$ cat src/rtl/clock_gen_ctrl_if.sv
// Configuration write port of the divided-clock bank controller: a valid/ready
// handshake that carries a channel index, a divide value and an enable.
interface clock_gen_ctrl_if #(
   parameter int clock_number = 8,
   parameter int DIV_WIDTH    = 8
);
   logic                            cfg_valid;
   logic                            cfg_ready;
   logic [$clog2(clock_number)-1:0] cfg_chan;
   logic [DIV_WIDTH-1:0]            cfg_div;
   logic                            cfg_en;

   modport master (
      output cfg_valid, cfg_chan, cfg_div, cfg_en,
      input  cfg_ready
   );

   modport slave (
      input  cfg_valid, cfg_chan, cfg_div, cfg_en,
      output cfg_ready
   );
endinterface

$ cat src/rtl/clock_gen_ctrl.sv
// Divided-clock bank controller: per-channel divide/enable updates committed glitch-free
// at the falling edge of each divided clock. Define CLOCK_GEN_CTRL_DONE_EN for cfg_done outputs.
module clock_gen_ctrl #(
   parameter int clock_number = 8,
   parameter int DIV_WIDTH    = 8
) (
   input  logic                            mainclock,
   input  logic                            resetn,
   clock_gen_ctrl_if.slave                 cfg,
   output logic [clock_number-1:0]         out_clocks,
   output logic [clock_number-1:0]         ticks,
   output logic [clock_number-1:0]         active_mask
`ifdef CLOCK_GEN_CTRL_DONE_EN
   ,
   output logic                            cfg_done,
   output logic [$clog2(clock_number)-1:0] cfg_done_chan
`endif
);

   localparam int CHAN_W = $clog2(clock_number);

   logic [DIV_WIDTH-1:0]    act_div  [clock_number];
   logic [DIV_WIDTH-1:0]    pend_div [clock_number];
   logic [DIV_WIDTH-1:0]    cnt      [clock_number];
   logic [clock_number-1:0] pend_en;
   logic [clock_number-1:0] pend_flag;
   logic [clock_number-1:0] wr_sel;
   logic [clock_number-1:0] commit;

   // Channel indices with no matching channel fall through with ready high and no select,
   // so out-of-range writes complete and vanish.
   always_comb begin
      // NOTE: every always_comb output gets a default first so no path infers a latch.
      cfg.cfg_ready = 1'b1;
      wr_sel        = '0;
      for (int j = 0; j < clock_number; j++) begin
         if (cfg.cfg_chan == CHAN_W'(j)) begin
            cfg.cfg_ready = !pend_flag[j];
            wr_sel[j]     = cfg.cfg_valid && !pend_flag[j];
         end
      end
   end

   // A commit lands either on an idle channel or on the tick that ends the high phase.
   always_comb begin
      ticks  = '0;
      commit = '0;
      for (int j = 0; j < clock_number; j++) begin
         ticks[j]  = active_mask[j] && (cnt[j] == '0);
         commit[j] = pend_flag[j] && (!active_mask[j] || ((cnt[j] == '0) && out_clocks[j]));
      end
   end

   always_ff @(posedge mainclock or negedge resetn) begin
      if (!resetn) begin
         // NOTE: the per-channel arrays are control state, not storage, so they are reset too.
         for (int j = 0; j < clock_number; j++) begin
            act_div[j]  <= '0;
            pend_div[j] <= '0;
            cnt[j]      <= '0;
         end
         pend_en     <= '0;
         pend_flag   <= '0;
         active_mask <= '0;
         out_clocks  <= '0;
      end else begin
         // NOTE: non-blocking assignments keep every channel reading pre-edge state.
         for (int j = 0; j < clock_number; j++) begin
            if (wr_sel[j]) begin
               pend_div[j]  <= cfg.cfg_div;
               pend_en[j]   <= cfg.cfg_en;
               pend_flag[j] <= 1'b1;
            end

            if (commit[j]) begin
               act_div[j]     <= pend_div[j];
               active_mask[j] <= pend_en[j];
               pend_flag[j]   <= 1'b0;
               cnt[j]         <= pend_en[j] ? pend_div[j] : '0;
               out_clocks[j]  <= 1'b0;
            end else if (!active_mask[j]) begin
               cnt[j]        <= '0;
               out_clocks[j] <= 1'b0;
            end else if (ticks[j]) begin
               cnt[j]        <= act_div[j];
               out_clocks[j] <= !out_clocks[j];
            end else begin
               cnt[j] <= cnt[j] - DIV_WIDTH'(1);
            end
         end
      end
   end

`ifdef CLOCK_GEN_CTRL_DONE_EN
   logic [CHAN_W-1:0] low_chan;

   // Scan downwards so the lowest committed channel is the last one written.
   always_comb begin
      low_chan = '0;
      for (int j = clock_number - 1; j >= 0; j--) begin
         if (commit[j]) low_chan = CHAN_W'(j);
      end
   end

   always_ff @(posedge mainclock or negedge resetn) begin
      if (!resetn) begin
         cfg_done      <= 1'b0;
         cfg_done_chan <= '0;
      end else begin
         cfg_done <= |commit;
         if (|commit) cfg_done_chan <= low_chan;
      end
   end
`endif

endmodule

$ cat src/flat_wrapper.sv
// flat-port wrapper written by rule: the top's interface ports become plain ports
module clock_gen_ctrl_flat 
#(
   parameter int clock_number = 8,
   parameter int DIV_WIDTH    = 8
)
  (mainclock, resetn, out_clocks, ticks, active_mask, cfg_cfg_valid, cfg_cfg_chan, cfg_cfg_div, cfg_cfg_en, cfg_cfg_ready);
  clock_gen_ctrl_if #(.clock_number(clock_number), .DIV_WIDTH(DIV_WIDTH)) cfg_i ();
  input  logic mainclock;
  input  logic resetn;
  output logic [clock_number-1:0] out_clocks;
  output logic [clock_number-1:0] ticks;
  output logic [clock_number-1:0] active_mask;
  input wire logic [$bits(cfg_i.cfg_valid)-1:0] cfg_cfg_valid;
  input wire logic [$bits(cfg_i.cfg_chan)-1:0] cfg_cfg_chan;
  input wire logic [$bits(cfg_i.cfg_div)-1:0] cfg_cfg_div;
  input wire logic [$bits(cfg_i.cfg_en)-1:0] cfg_cfg_en;
  output wire logic [$bits(cfg_i.cfg_ready)-1:0] cfg_cfg_ready;
  assign cfg_i.cfg_valid = cfg_cfg_valid;
  assign cfg_i.cfg_chan = cfg_cfg_chan;
  assign cfg_i.cfg_div = cfg_cfg_div;
  assign cfg_i.cfg_en = cfg_cfg_en;
  assign cfg_cfg_ready = cfg_i.cfg_ready;
  clock_gen_ctrl #(.clock_number(clock_number), .DIV_WIDTH(DIV_WIDTH)) u_core (.mainclock(mainclock), .resetn(resetn), .cfg(cfg_i), .out_clocks(out_clocks), .ticks(ticks), .active_mask(active_mask));
endmodule
$ cat config.mk
export PLATFORM = sky130hd
export DESIGN_NAME = clock_gen_ctrl_flat
export DESIGN_NICKNAME = d
export VERILOG_FILES = /design/src/rtl/clock_gen_ctrl_if.sv /design/src/rtl/clock_gen_ctrl.sv /design/src/flat_wrapper.sv
export SDC_FILE = /design/constraint.sdc
export NUM_CORES = 1
export LEC_CHECK = 0
export ABC_AREA = 1
export ABC_CLOCK_PERIOD_IN_PS = 4100
export CELL_PAD_IN_SITES_DETAIL_PLACEMENT = 1
export CELL_PAD_IN_SITES_GLOBAL_PLACEMENT = 2
export CORE_MARGIN = 2
export CORE_UTILIZATION = 30
export DETAILED_ROUTE_END_ITERATION = 16
export DONT_BUFFER_PORTS = 1
export PLACE_DENSITY_LB_ADDON = 0.1
export SLEW_MARGIN = 20
export SYNTH_ARGS = -nofsm -noshare
export SYNTH_HDL_FRONTEND = slang
export SYNTH_SLANG_ARGS = --single-unit
$ cat constraint.sdc
create_clock -name mainclock -period 4.1 [get_ports mainclock]
set_input_delay 0.615 -clock mainclock [delete_from_list [all_inputs] [get_ports mainclock]]
set_output_delay 0.615 -clock mainclock [all_outputs]
set_load 0.02 [all_outputs]
Yosys cells after proc, flatten, opt, wreduce, memory -nomap -nowiden
Index checks and enable logic that the tools add are counted.
{"block": "totals", "in_bits": 15, "out_inout_bits": 25, "reg_bits": 224, "wordCells": 248}
{"block": "op_classes", "n_addsub": 8, "muxes": 88, "n_eq_ne": 15, "n_reduce_logical": 81}
{"op": "$mux 8", "n": 32}
{"op": "$logic_not 8->1", "n": 8}
{"op": "$sub 8x1->8 const B", "n": 8}
{"op": "$mux 1", "n": 56}
{"op": "$logic_and 1x1->1", "n": 32}
{"op": "$logic_not 1->1", "n": 24}
{"op": "$ne 3x3->1 const B", "n": 8}
{"op": "$reduce_bool 2->1", "n": 8}
{"op": "$eq 3x3->1 const B", "n": 4}
{"op": "$logic_or 1x1->1", "n": 8}
{"op": "$eq 3x2->1 const B", "n": 2}
{"op": "$eq 3x1->1 const B", "n": 1}
{"op": "$logic_not 3->1", "n": 1}

Depth between registers and ports, before layout
{"block": "logic_depth", "word_depth": 9, "depth_mapped": 16, "mapped_depth_nobuf": 16}

Least setup slack after synthesis
OpenSTA, ideal clock, no wires.
{"block": "synth_timing", "kind": "input-to-output", "from": "in cfg_cfg_chan[1]", "to": "out cfg_cfg_ready", "cell_stages": 16, "t_required_ns": 3.485, "slack_ns": 1.884, "arrival_time_ns": 1.601, "path_buffers": 0, "path_cell_list": "nor2_1 nand3_1 nand2_1 nand2_1 nand2_1 nand2_1 nand2_1 nand2_1 nand2_1 nand2_1 nand2_1 nand2_1 nand2_1 nand2_1 nand2_1 nand2_1"}
{"block": "synth_via", "elab_chain_len": 9, "word_cells_on_any_way": 16, "cone_classes": "7 x eq/ne; 8 x mux; 1 x reduce/logical"}
{"element": "start, declared", "line_no": "flat_wrapper.sv:15", "text": "input wire logic [$bits(cfg_i.cfg_chan)-1:0] cfg_cfg_chan;"}
{"element": "$logic_not 3->1", "line_no": "clock_gen_ctrl.sv:37", "text": "if (cfg.cfg_chan == CHAN_W'(j)) begin"}
{"element": "$mux 1 (7 in series)", "line_no": "clock_gen_ctrl.sv:37"}
{"element": "$mux 1 (*)", "line_no": "clock_gen_ctrl.sv:37"}
{"element": "end, declared", "line_no": "flat_wrapper.sv:18", "text": "output wire logic [$bits(cfg_i.cfg_ready)-1:0] cfg_cfg_ready;"}
Mark *: on every way between the ends. The rest lies on a longest branch, timed or not.

Worst setup path after layout
{"block": "layout_timing", "from": "reg u_core.cnt[48] in the netlist's numbering", "to": "out ticks[1]"}
{"block": "layout_via", "elab_chain_len": 2}
{"element": "start, declared", "line_no": "clock_gen_ctrl.sv:24", "text": "logic [DIV_WIDTH-1:0] cnt [clock_number];"}
{"element": "start signal, assigned by index", "line_no": "clock_gen_ctrl.sv:79", "text": "cnt[j] <= pend_en[j] ? pend_div[j] : '0;"}
{"element": "start signal, assigned by index", "line_no": "clock_gen_ctrl.sv:85", "text": "cnt[j] <= act_div[j];"}
{"element": "start signal, assigned by index", "line_no": "clock_gen_ctrl.sv:88", "text": "cnt[j] <= cnt[j] - DIV_WIDTH'(1);"}
{"element": "$logic_not 8->1", "line_no": "clock_gen_ctrl.sv:49", "text": "ticks[j] = active_mask[j] && (cnt[j] == '0);"}
{"element": "$logic_and 1x1->1", "line_no": "clock_gen_ctrl.sv:49"}
{"element": "end, declared", "line_no": "flat_wrapper.sv:12", "text": "output logic [clock_number-1:0] ticks;"}
Every way passes these cells.

==> flow_summary.ini <==
[run_status]
status = finished, violations left
violations = hold timing

[floorplan]
fp.dieArea_um2 = 34900
start_util = 0.307
row_count = 66
die_y_um = 187
die_x_um = 187
coreArea_um2 = 32700
io_pins = 40

[logic_synthesis]
syn_area_um2 = 10000
netlist_instances = 1089
async_flop_share = 1.00
synth_ff_type = dfrtp_1
synth_edf_count = 0
synth_area_per_cell_um2 = 9.21
synth-seq-area-share = 0.559
synth_warnings = 0
synth_nets = 1112
synth-seq-cells = 224
ys_types = 37

[placement]
io_buffers = 0
dpl.hpwl_um = 17200
preCtsSetupSlack_ns = 1.71
gp_congestion = 0.733
dp_cells = 1513

[cells_and_area]
multi_input_area_um2 = 3690
antennaDiodeCount = 0
final_cells = 1564
drive_gt1_frac = 0.118
area_delta_synth_final_pct = 13.6
regArea_um2 = 5610
nNetsFinal = 1124
final_common_cell = nand2_1
final_cell_mix = nand2_1, dfrtp_1, o21ai_0, inv_1, o22ai_1
fillCellCount = 3837

[worst_setup_path]
worst_setup_path_start_kind = register
path_buf_inv = 3
cp_common_cell = inv_1
critical_path_class = reg2out
path_delay_family = simple AND/OR/NAND/NOR gates
crit_chain = inv_1 -> ha_1 -> inv_1 -> nor3_2 -> nand4_1 -> nor2_2 -> nand2_1 -> inv_1
path_max_fanout = 7
cp-end-kind = output pin
slowest_stage = dfrtp_1
critPathMaxStageDelay_ns = 0.37
required_ns = 3.48
arrival_ns = 2.25

[timing]
layout_min_cycle_time_ns = 2.86
slew_viol_final = 0
max_clock_freq_ghz = 0.350
fin_ws_ns = 1.24
slew_headroom = 0.423
rsz0062_at_grt = no
worstMarginPinSlew_ns = 0.865
fin_hold_ws_ns = -0.237
hold_viol_final = 224
timing.final.crit_share = 0.698
tns_ns = 0
setup_viol = 0
finClkSkew_ns = 0.0179

[power]
p_leak_nw = 5.44
irDropWorstVdd_uv = 343
powerDensity_nw_per_um2 = 731
total_power_mw = 8.33

[clock_network]
tritoncts = done
cts_resized = 0
post_cts_buffers = 0
worst_skew_pair.late_latency_ns = 0.55
clk_path_buf_depth = 3
clkSlewWorstSetupHoldPaths_ns = 0.06
numCtsBuffers = 28
cts_root_buf = clkbuf_16
cts.htree.levels = 1
cts_sinks = 224

[routing]
dr_total_vias = 7179
drtPass1Iterations = 4
route.detailed.drc = 0
wl_per_cell_um = 16.6
ant_nets = 0
wl_um = 26000
viasPerCell = 4.59
drtIter0Drc = 309

[grt]
grt_start_max_net_pins = 225
antenna_found_initial = 1
groute.usage.overall = 0.154
first_global_vias = 7898
grt-ovfl-total = 0
grt_first_pass_wirelength_um = 43500

[flow_run]
cap_violations = 0

[hold_path]
worstHoldPathType = in2async
==> kinds of logic (layout without fill, tap and decap cells) <==
logic type,Yosys count,in the layout,share of synthesized area
compound gates,269,269,0.156
xor+xnor,39,39,0.0340
fa+ha+maj,8,8,0.00998
buf+inv,183,216,0.0737
flops,224,224,0.559
simple gates,366,366,0.167
==> per-stage QoR <==
stage	util	instance area (µm²)
after CTS	0.349	11400
after detailed placement	0.320	10500
final	0.349	11400
after floorplan	-	10000
after global routing	0.349	11400
after global placement	0.320	10500
==> synthesized netlist by cell type (2+ instances only) <==
master	number	area [µm²]
buf_2	5	25.0
inv_2	10	37.5
dfrtp_1	224	5610
nand3_2	2	20.0
o22ai_1	67	419
nand3_1	15	75.1
xor2_1	23	201
nand2_2	19	119
nor3_1	13	65.1
nor2_4	2	22.5
inv_1	154	578
o21ai_1	13	65.1
buf_6	6	67.6
nor3b_2	2	25.0
or2_2	2	12.5
nand2_1	234	878
xnor2_1	16	140
nand4_1	9	56.3
o21ai_0	154	771
nand2_4	10	113
clkbuf_1	7	26.3
nor3_2	5	50.1
nand4_2	2	25.0
ha_1	8	100
o22ai_2	3	37.5
a21oi_1	5	25.0
o21ai_2	16	140
nor2_2	10	62.6
o32ai_1	5	43.8
nor2_1	40	150
o21ai_4	2	32.5
==> metal layers <==
| layer | vias to the layer above | part of all wire | global-route usage |
|---|---|---|---|
| li1 | 3579 | - | - |
| met1 | 3498 | 0.47 | 0.201 |
| met2 | 70 | 0.48 | 0.270 |
| met3 | 32 | 0.030 | 0.0259 |
| met4 | 0 | 0.020 | 0.0327 |
| met5 | - | 0 | 0 |
==> flip-flops by register name, summed over array words and instances, names as in the netlist <==
signal and cells:
u_core.act_div 64, u_core.out_clocks 8, u_core.pend_div 64, u_core.active_mask 8
u_core.pend_flag 8, u_core.pend_en 8, u_core.cnt 64
==> path summary, 6_finish.rpt <==
kind | start | endpoint | slack, ns | depth (start not counted)
worst max-delay path | u_core.cnt[48]$_DFF_PN0_ | ticks[1] | 1.24 | 8
worst min-delay path | resetn | u_core.pend_div[62]$_DFFE_PN0P_ | -0.24 | 0
worst max register to register | u_core.cnt[8]$_DFF_PN0_ | u_core.cnt[11]$_DFF_PN0_ | 1.94 | 10
worst min register to register | u_core.act_div[47]$_DFFE_PN0P_ | u_core.act_div[47]$_DFFE_PN0P_ | 0.48 | 2
max in group asynchronous | resetn | u_core.cnt[27]$_DFF_PN0_ | 3.92 | 0
min in group mainclock | cfg_cfg_div[7] | u_core.pend_div[23]$_DFFE_PN0P_ | 0.19 | 2
==> where the power goes <==
part           total (mW)  switching, mW  internal [mW]
sequential           3.32          0.475           2.84
combinational        2.57           1.60          0.975
clock                2.44          0.965           1.48
==> area by class of cell <==
class / instances / area share
clock inverters: 8 / 0.00725
flip-flops and latches: 224 / 0.492
well taps: 442 / 0.0485
multi-input cells: 682 / 0.324
clock buffers: 43 / 0.0743
inverters: 165 / 0.0545
(Power assumes the default switching activity.)
